`config.mk`:
```
export PLATFORM = sky130hd
export DESIGN_NAME = stopwatch_timebase_counter
export DESIGN_NICKNAME = d
export VERILOG_FILES = /design/src/rtl/stopwatch_timebase_counter_pkg.sv /design/src/rtl/bcd_digit_cnt.sv /design/src/rtl/stopwatch_timebase_counter.sv
export SDC_FILE = /design/constraint.sdc
export NUM_CORES = 1
export LEC_CHECK = 0
export ABC_AREA = 1
export BUFFER_PORTS_ARGS = -buffer_cell sky130_fd_sc_hd__buf_2
export CORE_UTILIZATION = 53
export CTS_CLUSTER_SIZE = 25
export DETAILED_ROUTE_END_ITERATION = 10
export PLACE_DENSITY = 0.87
export RECOVER_POWER = 100
export SYNTH_ARGS = -nofsm -noshare
export SYNTH_HDL_FRONTEND = slang
export SYNTH_SLANG_ARGS = --single-unit
```
`constraint.sdc`:
```
create_clock -name clk_base -period 1.88 [get_ports clk_base]
set_input_delay 0.47 -clock clk_base [delete_from_list [all_inputs] [get_ports clk_base]]
set_output_delay 0.47 -clock clk_base [all_outputs]
set_load 0.1 [all_outputs]
```
`src/rtl/stopwatch_timebase_counter_pkg.sv`:
```
// Shared stopwatch definitions: FSM state encoding, BCD digit radix limits
// and display geometry.
package stopwatch_timebase_counter_pkg;

  localparam int unsigned DIGIT_W    = 4;
  localparam int unsigned NUM_DIGITS = 6;
  localparam int unsigned DISP_W     = DIGIT_W * NUM_DIGITS;

  // Highest value held by a decimal digit and by a tens-of-seconds digit.
  localparam logic [DIGIT_W-1:0] BCD_MAX_9 = 4'd9;
  localparam logic [DIGIT_W-1:0] BCD_MAX_5 = 4'd5;

  typedef enum logic [1:0] {
    SW_IDLE  = 2'd0,
    SW_RUN   = 2'd1,
    SW_PAUSE = 2'd2
  } sw_state_e;

endpackage : stopwatch_timebase_counter_pkg

```
`src/rtl/bcd_digit_cnt.sv`:
```
// Single BCD digit counter, one link of the stopwatch carry chain.
// Ports:
//   clk, reset : clock, asynchronous active-high reset
//   inc        : advance the digit by one (modulo max+1)
//   clr        : synchronous clear to zero, takes priority over inc
//   max        : highest digit value before wrap
//   digit      : current digit value
//   carry      : combinational; high when inc wraps this digit back to zero
module bcd_digit_cnt (
  input  logic       clk,
  input  logic       reset,
  input  logic       inc,
  input  logic       clr,
  input  logic [3:0] max,
  output logic [3:0] digit,
  output logic       carry
);

  logic [3:0] digit_q;
  logic [3:0] digit_d;
  logic       at_max;

  // >= keeps the digit inside its radix even if it ever held a larger value.
  assign at_max = (digit_q >= max);
  assign carry  = inc & ~clr & at_max;
  assign digit  = digit_q;

  // Next digit value.
  always_comb begin
    digit_d = digit_q;
    if (clr) begin
      digit_d = 4'd0;
    end else if (inc) begin
      digit_d = at_max ? 4'd0 : digit_q + 4'd1;
    end
  end

  // Digit register.
  always_ff @(posedge clk or posedge reset) begin
    if (reset) begin
      digit_q <= 4'd0;
    end else begin
      digit_q <= digit_d;
    end
  end

endmodule : bcd_digit_cnt

```
`src/rtl/stopwatch_timebase_counter.sv`:
```
// Stopwatch timebase: counts centisecond ticks from the divided 100 Hz
// level into MM:SS.CC BCD digits under a run/pause/lap/clear FSM.
// Ports:
//   clk_base    : system clock
//   reset       : asynchronous, active-high reset
//   tick_in     : divided clock level, each rising edge is one centisecond
//   start_stop  : single-cycle pulse, toggles run/pause
//   lap_clr     : single-cycle pulse, lap toggle when running, clear when paused
//   disp_digits : {min_t, min_u, sec_t, sec_u, cs_t, cs_u}, held or live time
//   running     : high while in the run state
//   lap_hold    : high while the display is frozen on a lap value
//   overflow    : sticky, set when the time wraps back to 00:00.00
module stopwatch_timebase_counter
  import stopwatch_timebase_counter_pkg::*;
#(
  parameter int unsigned MIN_TENS_MAX = 5,
  parameter int unsigned TICK_RST_LVL = 1
) (
  input  logic        clk_base,
  input  logic        reset,
  input  logic        tick_in,
  input  logic        start_stop,
  input  logic        lap_clr,
  output logic [23:0] disp_digits,
  output logic        running,
  output logic        lap_hold,
  output logic        overflow
);

  sw_state_e state_q;
  sw_state_e state_d;

  logic tick_q;
  logic tick_evt;

  logic count_en;
  logic lap_toggle;
  logic clr_all;

  logic [NUM_DIGITS-1:0][DIGIT_W-1:0] live;
  logic [NUM_DIGITS-1:0]              dig_inc;
  logic [NUM_DIGITS-1:0]              dig_carry;

  logic [DISP_W-1:0] held_q;
  logic [DISP_W-1:0] held_d;
  logic              lap_hold_q;
  logic              lap_hold_d;
  logic              overflow_q;
  logic              overflow_d;
  logic              running_q;

  // Rising-edge detect on the tick level; the sampler resets to the divider's
  // reset level so releasing reset cannot fabricate an edge.
  always_ff @(posedge clk_base or posedge reset) begin
    if (reset) begin
      tick_q <= 1'(TICK_RST_LVL);
    end else begin
      tick_q <= tick_in;
    end
  end

  assign tick_evt = tick_in & ~tick_q;

  // FSM state register.
  always_ff @(posedge clk_base or posedge reset) begin
    if (reset) begin
      state_q <= SW_IDLE;
    end else begin
      state_q <= state_d;
    end
  end

  // FSM next state; start_stop always wins over lap_clr.
  always_comb begin
    state_d = state_q;
    unique case (state_q)
      SW_IDLE:  if (start_stop) state_d = SW_RUN;
      SW_RUN:   if (start_stop) state_d = SW_PAUSE;
      SW_PAUSE: begin
        if (start_stop) begin
          state_d = SW_RUN;
        end else if (lap_clr) begin
          state_d = SW_IDLE;
        end
      end
      default:  state_d = SW_IDLE;
    endcase
  end

  // FSM outputs: count enable, lap toggle and clear strobes.
  always_comb begin
    count_en   = 1'b0;
    lap_toggle = 1'b0;
    clr_all    = 1'b0;
    unique case (state_q)
      SW_RUN: begin
        count_en   = tick_evt;
        lap_toggle = lap_clr & ~start_stop;
      end
      SW_PAUSE: clr_all = lap_clr & ~start_stop;
      default: ;
    endcase
  end

  // Digit chain, index 0 = cs_u up to index 5 = min_t.
  assign dig_inc[0] = count_en;
  assign dig_inc[NUM_DIGITS-1:1] = dig_carry[NUM_DIGITS-2:0];

  for (genvar i = 0; i < NUM_DIGITS; i++) begin : gen_digit
    localparam logic [DIGIT_W-1:0] DIG_MAX =
      (i == 5) ? DIGIT_W'(MIN_TENS_MAX) :
      (i == 3) ? BCD_MAX_5 : BCD_MAX_9;

    bcd_digit_cnt u_digit (
      .clk   (clk_base),
      .reset (reset),
      .inc   (dig_inc[i]),
      .clr   (clr_all),
      .max   (DIG_MAX),
      .digit (live[i]),
      .carry (dig_carry[i])
    );
  end

  // Lap latch and sticky overflow; capture takes the pre-increment live value.
  always_comb begin
    held_d     = held_q;
    lap_hold_d = lap_hold_q;
    overflow_d = overflow_q;
    if (clr_all) begin
      held_d     = '0;
      lap_hold_d = 1'b0;
      overflow_d = 1'b0;
    end else begin
      if (lap_toggle) begin
        if (!lap_hold_q) begin
          held_d     = live;
          lap_hold_d = 1'b1;
        end else begin
          lap_hold_d = 1'b0;
        end
      end
      if (dig_carry[NUM_DIGITS-1]) begin
        overflow_d = 1'b1;
      end
    end
  end

  // Lap, overflow and status registers.
  always_ff @(posedge clk_base or posedge reset) begin
    if (reset) begin
      held_q     <= '0;
      lap_hold_q <= 1'b0;
      overflow_q <= 1'b0;
      running_q  <= 1'b0;
    end else begin
      held_q     <= held_d;
      lap_hold_q <= lap_hold_d;
      overflow_q <= overflow_d;
      running_q  <= (state_d == SW_RUN);
    end
  end

  // Display selects between registered held and live values.
  assign disp_digits = lap_hold_q ? held_q : live;
  assign running     = running_q;
  assign lap_hold    = lap_hold_q;
  assign overflow    = overflow_q;

endmodule : stopwatch_timebase_counter

```
; After elaboration in Yosys (flattened, before gate mapping)
; Index checks and enable logic that the tools add are counted.
[word_totals]
register_bits = 54
latch_bits = 0
ramBits = 0
rom_bits = 0
input_bits = 5
out_inout_bits = 27
word_cells = 87
mem_count = 0
[classes]
addsub = 6
multipliers = 0
div_mod_pow = 0
order_cmp = 6
n_eq_ne = 3
shifts = 0
n_mux = 34
n_bitwise = 17
n_reduce_logical = 9
[ops]
columns = op, count
row1 = $mux W24, 3
row2 = $mux W4, 18
row3 = $add A4 B1 Y4 const B, 6
row4 = $ge A4 B4 Y1 const B, 4
row5 = $reduce_bool A2 Y1, 8
row6 = $and A1 B1 Y1, 14
row7 = $ge A4 B3 Y1 const B, 2
row8 = $mux W1, 8
row9 = $mux W2, 4
row10 = $pmux W2 S3, 1
row11 = $eq A2 B1 Y1 const B, 2
row12 = $not A1 Y1, 3
row13 = $eq A2 B2 Y1 const B, 1
row14 = $logic_not A2 Y1, 1

; Logic depth before layout (Yosys ltp)
[depth]
word_depth = 18
depth_mapped = 10
mapped_depth_nobuf = 10

; Cells and area by module
; A second synthesis with hierarchy kept.
[unflattened]
hier_cells = 507
hier_area_um2 = 3643.5
[modules_own_cells]
columns = module, n_inst, cells_each, area_per_inst_um2, seq_area_each_um2
row1 = bcd_digit_cnt (gen_digit[0].u_digit ...), 5, 49, 346.6, 100.1
row2 = stopwatch_timebase_counter, 1, 213, 1555.2, 752.0
row3 = bcd_digit_cnt (gen_digit[5].u_digit), 1, 49, 355.3, 100.1

; Worst setup path before layout
; Ideal clock, no wire load.
[synth_path]
path_kind = reg2out
from = register lap_hold_q, in the netlist lap_hold
to = output disp_digits[16]
arrival_time_ns = 3.231
t_required_ns = 1.410
path_slack_ns = -1.821
stages_incl_launch_ff = 3
n_path_buf = 1
cell_sequence = dfrtp_1 > buf_2 > o21ai_0
[synth_between]
elab_chain_len = 1
[synth_lines]
columns = item, line_no
row1 = "start, declared", stopwatch_timebase_counter.sv:46  ; logic lap_hold_q;
row2 = "start signal, assigned", stopwatch_timebase_counter.sv:158  ; lap_hold_q <= lap_hold_d;
row3 = $mux W24, -
row4 = "end, declared", stopwatch_timebase_counter.sv:24  ; output logic [23:0] disp_digits,
; No other way between the ends.

; Worst setup path after layout
[layout_path]
from = register lap_hold_q, in the netlist lap_hold
to = output disp_digits[20]
; Same word-level chain as after synthesis.

==> results.cfg <==
[global_route]
antenna_found_initial = 0
grt_pass1_wl_um = 12200
grtUsageMet3 = 0.0595
track_usage = 0.296
use_met1 = 0.340
top_usage_layer = met2
grt_pass1_vias = 2625
use_met2 = 0.509
grt_max_degree = 27
grt_overflow = 0

[clock_network]
cts_sinks = 54
cts_inserted_buffers = 5
cts-htree-levels = 2
cts_tree = done
clock_latency_ns = 0.33
clockBufferDepth = 2
cts.reportedPaths.clkPinSlew_ns = 0.11
clock-root-buffer = clkbuf_8

[synthesis]
synth_edf_count = 0
ys_seq_area_frac = 0.470
synth_async_sr_flop_share = 1.00
synth_area_per_cell_um2 = 9.28
ys_ff_latch = 54
synth_area_um2 = 2880
ys_warn_count = 0
synth.distinct_cells = 30
syn_nets = 333
synth_ff_type = dfrtp_1
netlist_instances = 310

[floorplanning]
initial_utilization = 0.556
die_y_um = 75.7
die-area_um2 = 5720
design.portCount = 32
fp.dieW_um = 75.7
rows = 26
core_um2 = 5170

[routing]
first_pass_iters = 4
drc = 0
via_count = 2491
via_per_inst = 5.86
ant_nets = 0
drtIter0Drc = 184
routedWlPerCell_um = 18.6
wl_um = 7900

[worst_setup_path]
worstReg2RegEnd = gen_digit[5].u_digit.digit[0]
reg2reg_slack_ns = 0.04
setup.worst_path.start_class = flop
critPathKind = flop to primary output
end_kind = primary output
reg2regPathDepth = 9
crit_required_ns = 1.41
arrival_ns = 1.47
reg2reg_from = gen_digit[1].u_digit.digit[1]
crit_path_max_fanout = 15

[timing]
rsz0062_at_grt = yes
slew_headroom = 0.480
finalClockSkew_ns = 0.0175
period_minus_slack_ns = 1.94
period_share = 1.03
fmax_mhz = 516
setup_viol = 22
hold_violations = 0
worst_slack_ns = -0.0579
slew_viol_final = 0
max_slew.worst_pin.slew_ns = 0.780

[cells_and_area]
diodes = 0
drive_gt1_frac = 0.341
nets = 377
final_area_um2 = 4080
area_growth_pct = 41.8
fillers = 288

[hold_path]
min_path_type = primary input to asynchronous set/reset pin

[placed_design]
gp_congestion = 0.825
portBuffers = 31
dpl_cell_area_um2 = 3810
hpwlAfterDp_um = 4940

[status]
failed_checks = negative setup slack
status = finished, violations left

[flow_run]
maxCapViolations = 0
cell type report:
class                      count  area (um^2)  area share
clock buffer                   6         72.6      0.0178
clock inverter                 2         37.5     0.00921
inverter                      44          165      0.0405
multi-input combinational    202         1660       0.407
sequential                    54         1350       0.332
tap                           70         87.6      0.0215
timing repair buffer          47          701       0.172
metrics by stage:
stage	std cells	utilization	setup TNS, ns	hold WS, ns	setup slack [ns]
floorplan	310	-	-1.12	0.466	-0.0606
global placement	409	0.736	0	0.472	0.198
detailed placement	409	0.736	0	0.479	0.0565
CTS	423	0.779	-1.07	0.127	-0.0862
global route	425	0.788	-2.12	0.234	-0.118
finish	425	0.788	-0.630	0.220	-0.0579
cells in the final DEF (no fill, tap or decap), drive strengths merged:
cell type and count:
a21oi 5, a22o 24, a31oi 2, buf 39, bufinv 1, clkbuf 14, clkinv 1, clkinvlp 1
dfrtp 53, dfstp 1, ha 18, inv 43, nand2 52, nand3 25, nand4 7, nor2 11
nor3 3, o21ai 43, o22ai 4, xnor2 3, xor2 5
critical path: stages (launching register included):
cell,delay [ns]
dfrtp_2,0.46
buf_4,0.16
buf_12,0.15
nand2_1,0.12
o21ai_4,0.08
buf_12,0.17
synth_stat cells, types with 2 or more instances:
cell type / instances / area [um^2]
nor2_1: 7 / 26.3
nand4_1: 5 / 31.3
xor2_1: 5 / 43.8
o21ai_1: 4 / 20.0
nand2_2: 3 / 18.8
inv_2: 4 / 15.0
nor2_4: 3 / 33.8
o21ai_0: 39 / 195
nor3_1: 2 / 10.0
buf_6: 2 / 22.5
nand3_2: 2 / 20.0
o22ai_1: 4 / 25.0
inv_1: 39 / 146
nand2_1: 49 / 184
a21oi_1: 4 / 20.0
buf_2: 6 / 30.0
xnor2_1: 3 / 26.3
nand3_1: 23 / 115
nand4_4: 2 / 42.5
clkbuf_1: 2 / 7.51
dfrtp_1: 53 / 1330
ha_1: 18 / 225
a22o_1: 24 / 210
sequential cells by signal, indices dropped and copies added (netlist names):
name / flops
overflow: 1
tick_q: 1
state_q: 2
lap_hold: 1
running: 1
held_q: 24
gen_digit.u_digit.digit: 24
per-layer routing:
metal	share of wire	vias to the layer above
met3	0.051	33
met4	0.041	0
met1	0.40	1213
met5	0	-
met2	0.51	109
li1	-	1136
what timing repair did:
| item | CTS | global route |
|---|---|---|
| hold endpoints to repair | 0 | 0 |
| endpoints found under the setup margin | 24 | 39 |
| cloned | 1 | 1 |
| buffers inserted | 5 | 2 |
| resized for setup | 19 | 19 |
| hold buffers | 0 | 0 |
| pin swaps | 3 | 3 |
worst max-delay path by stage:
stage	from	endpoint	slack, ns	depth (start not counted)
5_1_grt	lap_hold	disp_digits[18]	-0.12	5
4_1_cts	lap_hold	disp_digits[16]	-0.09	5
6_report	lap_hold	disp_digits[20]	-0.06	5
2_1_floorplan	lap_hold	disp_digits[10]	-0.06	2
3_3_place_gp	gen_digit[0].u_digit.digit[1]	gen_digit[3].u_digit.digit[1]	0.20	9
3_5_place_dp	gen_digit[0].u_digit.digit[1]	gen_digit[3].u_digit.digit[2]	0.06	9
logic make-up after synthesis:
group / Yosys count / share of synthesized area
AO/OA/AOI/OAI: 78 / 0.173
buffers and inverters: 54 / 0.0783
flip-flops: 54 / 0.470
adder cells (fa/ha/maj): 18 / 0.0783
XOR/XNOR: 8 / 0.0244
AND/OR/NAND/NOR: 98 / 0.175
Power is not shown: default switching activity piles up to over one toggle a cycle in this logic, so the estimate is an artifact.
